`config.mk`:
```
export PLATFORM = sky130hd
export DESIGN_NAME = activation_serializer
export DESIGN_NICKNAME = d
export VERILOG_FILES = /design/src/rtl/activation_serializer_pkg.sv /design/src/rtl/activation_serializer.sv
export SDC_FILE = /design/constraint.sdc
export NUM_CORES = 1
export LEC_CHECK = 0
export ABC_AREA = 1
export BUFFER_PORTS_ARGS = -buffer_cell sky130_fd_sc_hd__buf_2
export CAP_MARGIN = 20
export CORE_UTILIZATION = 48
export DETAILED_ROUTE_END_ITERATION = 7
export PLACE_DENSITY_LB_ADDON = 0.08
export SLEW_MARGIN = 20
export SYNTH_ARGS = -nofsm -noshare
export SYNTH_HDL_FRONTEND = slang
export SYNTH_SLANG_ARGS = --single-unit
```
`constraint.sdc`:
```
create_clock -name clk -period 1.7 [get_ports clk]
set_input_delay 0.255 -clock clk [delete_from_list [all_inputs] [get_ports clk]]
set_output_delay 0.255 -clock clk [all_outputs]
set_load 0.02 [all_outputs]
```
`src/rtl/activation_serializer_pkg.sv`:
```
// Shared NPU definitions for the activation serializer: default vector geometry and FSM state encoding.
`ifndef N
`define N 4
`endif
`ifndef DATA_WIDTH
`define DATA_WIDTH 8
`endif

package activation_serializer_pkg;

  typedef enum logic {
    IDLE   = 1'b0,
    STREAM = 1'b1
  } ser_state_e;

endpackage

```
`src/rtl/activation_serializer.sv`:
```
// Captures an N-element activation vector in one handshake, optionally clamps negatives to zero,
// and streams the elements out one per beat with index and last markers.
`ifndef N
`define N 4
`endif
`ifndef DATA_WIDTH
`define DATA_WIDTH 8
`endif

module activation_serializer
  import activation_serializer_pkg::*;
#(
  parameter int  N          = `N,
  parameter int  DATA_WIDTH = `DATA_WIDTH,
  parameter bit  RELU_EN    = 1'b1,
  localparam int IDX_W      = (N > 1) ? $clog2(N) : 1
) (
  input  logic                         clk,
  input  logic                         rst,
  input  logic                         in_valid,
  output logic                         in_ready,
  input  logic [N*DATA_WIDTH-1:0]      in_vec,
  output logic                         out_valid,
  input  logic                         out_ready,
  output logic signed [DATA_WIDTH-1:0] out_data,
  output logic [IDX_W-1:0]             out_index,
  output logic                         out_last
);

  localparam logic [IDX_W-1:0] LAST_IDX = IDX_W'(N - 1);

  ser_state_e                   state_q;
  logic [IDX_W-1:0]             idx_q;
  logic signed [DATA_WIDTH-1:0] buf_q [N];
  logic signed [DATA_WIDTH-1:0] outData_q;
  logic                         outLast_q;

  logic signed [DATA_WIDTH-1:0] act_d [N];
  logic [IDX_W-1:0]             nextIdx;
  logic                         beatDone;
  logic                         capture;

  // A new vector may be taken while the final element is leaving, which keeps back-to-back vectors bubble-free.
  assign beatDone = (state_q == STREAM) && out_ready;
  assign in_ready = (state_q == IDLE) || (beatDone && outLast_q);
  assign capture  = in_valid && in_ready;
  assign nextIdx  = idx_q + 1'b1;

  always_comb begin
    for (int k = 0; k < N; k++) begin
      act_d[k] = (RELU_EN && in_vec[k*DATA_WIDTH + DATA_WIDTH - 1])
                 ? '0 : in_vec[k*DATA_WIDTH +: DATA_WIDTH];
    end
  end

  always_ff @(posedge clk) begin
    if (rst) begin
      state_q   <= IDLE;
      idx_q     <= '0;
      outData_q <= '0;
      outLast_q <= 1'b0;
      for (int k = 0; k < N; k++) begin
        buf_q[k] <= '0;
      end
    end else if (capture) begin
      state_q   <= STREAM;
      idx_q     <= '0;
      outData_q <= act_d[0];
      outLast_q <= (LAST_IDX == '0);
      for (int k = 0; k < N; k++) begin
        buf_q[k] <= act_d[k];
      end
    end else if (beatDone) begin
      // Outputs are zeroed on the way back to IDLE so the idle bus reads as all-zero.
      if (outLast_q) begin
        state_q   <= IDLE;
        idx_q     <= '0;
        outData_q <= '0;
        outLast_q <= 1'b0;
      end else begin
        idx_q     <= nextIdx;
        outData_q <= buf_q[nextIdx];
        outLast_q <= (nextIdx == LAST_IDX);
      end
    end
  end

  assign out_valid = (state_q == STREAM);
  assign out_data  = outData_q;
  assign out_index = idx_q;
  assign out_last  = outLast_q;

endmodule
```
==> results.cfg <==
[outcome]
outcome = complete, no violations

[timing]
holdWs_ps = 183
hold_viol_final = 0
fin_setup_tns_ps = 0
finalClockSkew_ps = 6.76
grt_setup_unrepaired = false
setup-violations-final = 0
fin_crit_ps = 1430
timing.fmax_ghz = 0.701
slew_violations = 0
final.period_utilization_pct = 83.9

[place]
gp_congestion = 0.769
port_buffers = 47
dp.cells = 340
hpwl_um = 2840

[global_routing]
grt_first_pass_wirelength_um = 6090
grt_util_all_layers_pct = 18.8
antenna_found_initial = 0
grt_max_degree = 23
overflow = 0
grt_pass1_vias = 1402

[power]
p_leak_nw = 1.29
worst_ir_drop_vdd_uv = 438
p_per_area_mw_per_mm2 = 825

[synthesis]
synth_fa_ha_area_share_pct = 0.622
yosys_warnings = 0
synth-seq-area-share_pct = 52.8
yosys.area_share.simple_pct = 30.4
synth_area_per_cell_um2 = 8.24
synth-compound-area-share_pct = 2.43
synth_top_family_by_area = simple AND/OR/NAND/NOR gates
ys_ff_latch = 39
synth_nets = 281
synth_xor_area_share_pct = 0
synth_mux_area_share_pct = 0
netlist_area_mm2 = 0.00201
synthCells = 244
synth.distinct_cells = 22

[flow_run]
cap_violations = 0

[die]
die_h_um = 66.7
die_x_um = 66.7
start_util_pct = 50.3
dieArea_mm2 = 0.00445
row_count = 23
io_pins = 49
fp.coreArea_mm2 = 0.00400

[routing]
vias_per_cell = 4.59
firstDrtPassIters = 4
vias = 1599
drc = 0
routed_wl_um = 3730
drt-initial-drc-count = 111
ant_nets = 0
avgRoutedWirePerCell_um = 10.7

[clock_network]
root_buffer = clkbuf_8
cts_sinks = 39
cts_buffers = 5
htreeDepth = 2
post_cts_buffers = 0
cts_tree = built
postCtsHoldBufs = 0
clk_pin_slew_ps = 70
clk_latency_ps = 290
ctsResizeCount = 0
clk_path_buf_depth = 2

[setup_path]
cp-endpoint = buf_q[1][4]
reg2reg_to = buf_q[1][4]
regToRegSetupSlack_ps = 270
rr_worst_depth = 6
worstReg2RegStart = out_valid
crit_path_max_fanout = 22
required_ps = 1720
worstSetupPathType = register to register
start_kind = register
startpoint = out_valid
worstPathArrival_ps = 1450
worstSetupEndpointType = register

[layout]
antenna_cells = 0
area_delta_synth_final_pct = 18.4
final_nets = 334
fill_cells = 378
drive_gt1_share_pct = 30.2
final_util_pct = 59.5
final_cells = 348

[min_path]
hp-class = primary input to register
-- power by group --
| part | switching, mW | total (mW) | internal, mW | leakage, nW |
|---|---|---|---|---|
| clock | 0.308 | 0.596 | 0.288 | 0.0422 |
| combinational | 0.170 | 0.268 | 0.0983 | 0.850 |
| sequential | 0.0210 | 1.10 | 1.08 | 0.394 |
| total | 0.499 | 1.96 | 1.47 | 1.29 |
-- cells by family (layout without fill, tap and decap cells) --
family                     count (synthesis)  after routing
and+or+nand+nor                          132            132
buffers and inverters                     63            117
DFF                                       39             39
AOI/OAI and AO/OA                          8              8
adders and majority gates                  1              1
other                                      1              1
-- registers in the layout (all words and copies together) (netlist names) --
signal and count:
out_index 2, out_data 7, out_last 1, out_valid 1, buf_q 28
-- cell usage in the layout (no fill, tap or decap) --
cell	instances
a21oi_1	4
a21oi_2	1
a22oi_1	1
buf_2	47
buf_4	6
clkbuf_1	2
clkbuf_8	5
clkinv_2	1
clkinvlp_4	1
conb_1	1
dfxtp_1	9
dfxtp_2	2
edfxtp_1	28
ha_1	1
inv_1	54
inv_2	1
nand2_1	68
nand2_2	2
nand3_1	19
nand4_1	3
nor2_1	13
nor2_2	21
nor2_4	3
o21ai_0	1
o21bai_1	1
or2_1	3
-- synth_stat cells (all sizes together) --
| cell type | instances | area share (%) |
|---|---|---|
| a21oi | 5 | 1.4 |
| a22oi | 1 | 0.37 |
| buf | 7 | 3.1 |
| conb | 1 | 0.19 |
| dfxtp | 11 | 11 |
| edfxtp | 28 | 42 |
| ha | 1 | 0.62 |
| inv | 56 | 10 |
| nand2 | 70 | 13 |
| nand3 | 19 | 4.7 |
| nand4 | 3 | 0.93 |
| nor2 | 37 | 11 |
| o21ai | 1 | 0.25 |
| o21bai | 1 | 0.37 |
| or2 | 3 | 0.93 |
-- layout make-up --
cell class	instances	area [µm²]	area share, %
tap	50	62.6	2.63
multi-input combinational	142	679	28.5
timing repair buffer	53	280	11.8
inverter	56	214	8.99
sequential	39	1060	44.7
clock buffer	7	76.3	3.21
clock inverter	1	5.00	0.210
-- metrics by stage --
stage	area (µm²)	power, mW	setup WS, ps
3_5_place_dp	2300	1.39	284
6_report	2380	1.96	273
5_1_grt	2380	2.05	189
3_3_place_gp	2300	1.39	298
2_1_floorplan	2020	1.29	56.4
4_1_cts	2380	1.99	267
-- routing by layer --
| metal | global-route usage (%) | part of all wire, % |
|---|---|---|
| met2 | 29.7 | 45 |
| met5 | 0 | 0 |
| met3 | 5.14 | 6.1 |
| met1 | 24.2 | 46 |
| met4 | 7.71 | 2.5 |
-- critical path: stages, from the launching register on --
cell and delay, ps:
dfxtp_2 370, inv_1 60, a21oi_2 110, nor2_2 60, nor2_2 190, clkinvlp_4 130, buf_4 230
-- how the worst min path moves through the flow --
stage                     startpoint          end  slack [ps]  depth (start not counted)
after detailed placement   in_vec[3]  out_data[3]         480                          3
after global routing       in_vec[4]  out_data[4]         200                          3
after global placement     in_vec[4]  out_data[4]         480                          3
final                      in_vec[4]  out_data[4]         180                          3
after CTS                  in_vec[3]  out_data[3]         180                          3
after floorplan                  rst    out_valid         320                          1
No activity file was read; power rests on OpenSTA's default activity.
